`config.mk`:
```
export PLATFORM = sky130hd
export DESIGN_NAME = fork_join_sched
export DESIGN_NICKNAME = d
export VERILOG_FILES = /design/src/rtl/fork_join_sched.sv
export SDC_FILE = /design/constraint.sdc
export NUM_CORES = 1
export LEC_CHECK = 0
export ABC_AREA = 1
export CORE_UTILIZATION = 30
export CTS_BUF_LIST = sky130_fd_sc_hd__clkbuf_4 sky130_fd_sc_hd__clkbuf_8
export DETAILED_ROUTE_END_ITERATION = 10
export GPL_TIMING_DRIVEN = 0
export SLEW_MARGIN = 20
export SYNTH_ARGS = -nofsm -noshare
export SYNTH_HDL_FRONTEND = slang
export SYNTH_SLANG_ARGS = --single-unit
```
`constraint.sdc`:
```
create_clock -name clk -period 1.5 [get_ports clk]
set_input_delay 0.375 -clock clk [delete_from_list [all_inputs] [get_ports clk]]
set_output_delay 0.375 -clock clk [all_outputs]
set_load 0.005 [all_outputs]
```
`src/rtl/fork_join_sched.sv`:
```
// fork_join_sched: launches one job on a selected set of worker units and
// raises a continuation pulse when the job's join rule (all/any/none) is met.
// Per-worker occupancy is tracked independently of the join rule. Workers
// left running after a join_any stay reserved until their own done arrives.
//
// Ports:
//   clk, rst      - rising-edge clock, asynchronous active-high reset
//   fork_valid    - fork request present
//   fork_ready    - request accepted this cycle if fork_valid is high
//   fork_mask     - workers to launch (bit i = worker i)
//   fork_mode     - 00 join_all, 01 join_any, 10 join_none, 11 reserved
//   start         - one-cycle launch pulse per worker
//   done          - one-cycle completion pulse per worker
//   busy          - worker launched and not yet done
//   join_pulse    - one-cycle continuation pulse
//   join_first    - one-hot worker that satisfied join_any (held)
//   elapsed       - start-to-join latency in cycles, saturating (held)
//   err           - sticky: spurious done or reserved-mode request
module fork_join_sched #(
  parameter int N     = 2,
  parameter int CNT_W = 16
) (
  input  logic             clk,
  input  logic             rst,
  input  logic             fork_valid,
  output logic             fork_ready,
  input  logic [N-1:0]     fork_mask,
  input  logic [1:0]       fork_mode,
  output logic [N-1:0]     start,
  input  logic [N-1:0]     done,
  output logic [N-1:0]     busy,
  output logic             join_pulse,
  output logic [N-1:0]     join_first,
  output logic [CNT_W-1:0] elapsed,
  output logic             err
);

  localparam logic [0:0] S_IDLE = 1'b0;
  localparam logic [0:0] S_WAIT = 1'b1;

  localparam logic [1:0] M_ALL  = 2'b00;
  localparam logic [1:0] M_ANY  = 2'b01;
  localparam logic [1:0] M_NONE = 2'b10;
  localparam logic [1:0] M_RSVD = 2'b11;

  localparam logic [N-1:0] ONE_N = {{(N-1){1'b0}}, 1'b1};

  logic [0:0]       state_reg;
  logic [N-1:0]     pend_reg;
  logic [1:0]       mode_reg;
  logic [CNT_W-1:0] count_reg;

  logic         accept;
  logic [N-1:0] hit;
  logic [N-1:0] hit_low;
  logic         all_done;
  logic         cnt_max;

  // A fork may only claim workers that are not already occupied, including
  // workers still finishing in the background after a join_any.
  assign fork_ready = (state_reg == S_IDLE) && ((busy & fork_mask) == '0) &&
                      (fork_mode != M_RSVD);
  assign accept     = fork_valid && fork_ready;

  assign hit      = done & pend_reg;
  // Two's-complement trick isolates the lowest set bit of hit.
  assign hit_low  = hit & (~hit + ONE_N);
  assign all_done = (pend_reg & ~done) == '0;
  assign cnt_max  = (count_reg == '1);

  always_ff @(posedge clk or posedge rst) begin
    if (rst) begin
      state_reg  <= S_IDLE;
      pend_reg   <= '0;
      mode_reg   <= M_ALL;
      count_reg  <= '0;
      start      <= '0;
      busy       <= '0;
      join_pulse <= 1'b0;
      join_first <= '0;
      elapsed    <= '0;
      err        <= 1'b0;
    end else begin
      start      <= '0;
      join_pulse <= 1'b0;

      // Occupancy runs independently of the FSM: done frees a worker, accept
      // claims it. Accepted masks are never busy, so the two cannot overlap.
      busy <= (busy & ~done) | (accept ? fork_mask : '0);

      if ((done & ~busy) != '0) begin
        err <= 1'b1;
      end
      if ((state_reg == S_IDLE) && fork_valid && (fork_mode == M_RSVD)) begin
        err <= 1'b1;
      end

      case (state_reg)
        S_IDLE: begin
          if (accept) begin
            start     <= fork_mask;
            pend_reg  <= fork_mask;
            mode_reg  <= fork_mode;
            count_reg <= '0;
            // Nothing to wait for: continue in the same cycle as the launch.
            if ((fork_mode == M_NONE) || (fork_mask == '0)) begin
              join_pulse <= 1'b1;
              join_first <= '0;
              elapsed    <= '0;
            end else begin
              state_reg <= S_WAIT;
            end
          end
        end

        default: begin
          pend_reg <= pend_reg & ~done;
          if ((mode_reg == M_ANY) && (hit != '0)) begin
            join_pulse <= 1'b1;
            join_first <= hit_low;
            elapsed    <= count_reg;
            state_reg  <= S_IDLE;
          end else if ((mode_reg == M_ALL) && all_done) begin
            join_pulse <= 1'b1;
            join_first <= '0;
            elapsed    <= count_reg;
            state_reg  <= S_IDLE;
          end else if (!cnt_max) begin
            count_reg <= count_reg + 1'b1;
          end
        end
      endcase
    end
  end

endmodule

```
==> impl_metrics.tcl <==
set metrics [dict create \
    status "completed" \
    dieArea_um2 8092 \
    grt_max_degree 32 \
    ant_nets 0 \
    final_common_cell "nand2_1" \
    synth_warnings 0 \
    p_sw_mw 0.4706 \
    timing.final.crit_share_pct 97.95 \
    dr.pass1.iters 5 \
    synth.top_cells.by_area "dfrtp_1 49%, nand2_1 13%, nand3_1 8.8%" \
    fillCellCount 767 \
    totalPowerFinal_mw 2.123 \
    p_sw_share_pct 22.17 \
    synth_top_area_share_pct 48.52 \
    crit_type "register to output port" \
    root_buffer "clkbuf_8" \
    end_kind "output port" \
    clk_path_buf_depth 2 \
    place_congestion 0.8592 \
    clockPowerShare_pct 39.8 \
    min_period_ns 1.469 \
    numPortBuffers 33 \
    seqPwrFrac_pct 57.1 \
    h-tree-depth 2 \
    slew_viol_final 0 \
    async_flop_share_pct 100.0 \
    final_cell_mix "72 x nand2_1, 44 x dfrtp_1, 41 x nand3_1" \
    worst-slew-pin-transition_ns 0.5449 \
    cp_slowest_stage_delay_ns 0.41 \
    worst-path-max-fanout 4 \
    postCtsHoldBufs 0 \
    final_cells 445 \
    cp.required_ns 1.12 \
    hp-class "input port to asynchronous set/reset pin" \
    antenna_cells 0 \
    grt_pass1_vias 2172 \
    postLayoutCellArea_um2 3099 \
    ios 34 \
    clock_latency_ns 0.30 \
    yosysSeqAreaShare_pct 48.52 \
    finalSetupViolCount 0 \
    fin_worst_skew_ns 0.009347 \
    synthCells 283 \
    worst-endpoint-arrival_ns 1.09 \
    cp-start-kind "register" \
    drtIter0Drc 132 \
    drt-total-wl_mm 5.647 \
    max_freq_ghz 0.6807 \
    path_clk_slew_ns 0.09 \
    routed-via-count 2114 \
    comb_power_share_pct 3.1 \
    p_per_area_nw_per_um2 685.0 \
    cts_tree "built" \
    worstPathCellList "nand2_1 > nand2_2 > nor2_4 > buf_2" \
    p_int_mw 1.652 \
    fp.dieH_um 89.96 \
    cts.sink_count 45 \
    drc 0 \
    viasPerCell 4.751 \
    synth_edf_count 0 \
    fp.dieW_um 89.96 \
    syn2layout_area_growth_pct 33.53 \
    avgSynthCellArea_um2 8.201 \
    hpwl_mm 4.085 \
    r2r_end "count_reg[4]$_DFFE_PP0P_" \
    fp.coreArea_um2 7370 \
    grt_pass1_wl_mm 10.27 \
    grt_antenna_before_repair 0 \
    synth_flop_cell "dfrtp_1" \
    r2r_setup_slack_ns 0.07 \
    start_util_pct 31.49 \
    hold_viol_final 0 \
    routedWlPerCell_um 12.69 \
    rows 31 \
    vdd_drop_max_v 0.0002745 \
    syn_nets 293 \
    r2r_start "count_reg[0]$_DFFE_PP0P_" \
    relSlewSlack_pct 63.67 \
    synth_top_area_cell "dfrtp_1" \
    numCtsBuffers 5 \
    gr-usage-all-layers_pct 15.88 \
    p_leak_nw 1.597 \
    max_cap_viol_count 0 \
    rsz0062_at_grt "yes" \
    crit_slowest_cell "dfrtp_1" \
    dpl.cell_count 416 \
    syn_area_um2 2321 \
    synth_cell_type_count 28 \
    fin_nets 355 \
    drive_gt1_share_pct 22.25 \
    reg2reg_depth 7 \
    ys_seq_elements 45 \
    place_area_um2 2795 \
    grt.overflow.total 0 \
]
critical path, delay by kind of cell (launching register included):
kind | cells | cell delay (ns)
flops | 1 | 0.41
buf+inv | 1 | 0.11
simple gates | 3 | 0.28
synthesized netlist by cell type (2+ instances only):
| cell type | number |
|---|---|
| buf_2 | 4 |
| buf_6 | 2 |
| clkbuf_1 | 2 |
| dfrtp_1 | 45 |
| inv_1 | 27 |
| inv_2 | 2 |
| nand2_1 | 79 |
| nand2_2 | 3 |
| nand3_1 | 41 |
| nand3_4 | 2 |
| nand4_1 | 5 |
| nor2_1 | 19 |
| nor2_4 | 2 |
| nor3_1 | 2 |
| o211ai_1 | 3 |
| o21ai_0 | 14 |
| o21ai_1 | 7 |
| o21ai_2 | 14 |
area by class of cell:
class	count	area (µm²)	share of cell area, %
Sequential cell	45	1127	36.37
Multi-Input combinational cell	200	1066	34.40
Timing Repair Buffer	55	480.5	15.50
Tap cell	99	123.9	3.997
Inverter	29	111.4	3.593
Clock buffer	7	96.34	3.109
Buffer	9	88.84	2.866
Clock inverter	1	5.005	0.1615
metrics by stage:
stage                     util, %  setup slack [ns]  hold WS (ns)  TNS [ns]
after floorplan                 -           0.06559        0.4760         0
final                       42.05           0.03082        0.3497         0
after CTS                   41.63          -0.07253        0.3615  -0.07253
after global routing        42.05          -0.05815        0.3819   -0.7159
after detailed placement    37.93           -0.5542        0.4775    -17.31
after global placement      37.66           -0.9172        0.4723    -58.96
logic make-up after synthesis:
family	count (synthesis)	share of synthesized area [%]
compound gates	41	11.59
xor+xnor	1	0.3774
fa+ha+maj	1	0.5390
buf+inv	38	7.493
flops	45	48.52
simple gates	157	31.48
power groups by stage:
| stage | clock (mW) | sequential, mW | combinational [mW] |
|---|---|---|---|
| after CTS | 0.861 | 1.21 | 0.0686 |
| after detailed placement | 0 | 1.24 | 0.0689 |
| final | 0.845 | 1.21 | 0.0660 |
| after global routing | 0.910 | 1.21 | 0.0757 |
| after floorplan | 0 | 1.24 | 0.0271 |
| after global placement | 0 | 1.24 | 0.0623 |
worst max-delay path by stage:
stage / start / end / slack, ns / cells after the start
2_1_floorplan: rst / busy[0]$_DFF_PP0_ / 0.07 / 1
3_3_place_gp: rst / count_reg[2]$_DFFE_PP0P_ / -0.92 / 2
3_5_place_dp: fork_mask[0] / fork_ready / -0.55 / 5
4_1_cts: state_reg$_DFF_PP0_ / fork_ready / -0.07 / 4
5_1_grt: busy[0]$_DFF_PP0_ / fork_ready / -0.06 / 4
6_report: busy[0]$_DFF_PP0_ / fork_ready / 0.03 / 4
routing by layer:
metal / track usage, % / part of all wire, % / up-vias
li1: - / - / 1061
met1: 20.31 / 45 / 1001
met2: 25.90 / 48 / 44
met3: 3.723 / 5.1 / 8
met4: 6.452 / 1.8 / 0
met5: 0 / 0 / -
what timing repair did:
action,CTS,global route
pin swaps,7,6
gates resized for setup,48,21
setup endpoints to repair,58,37
setup buffers,21,0
Power figures use the tool's default switching activity.
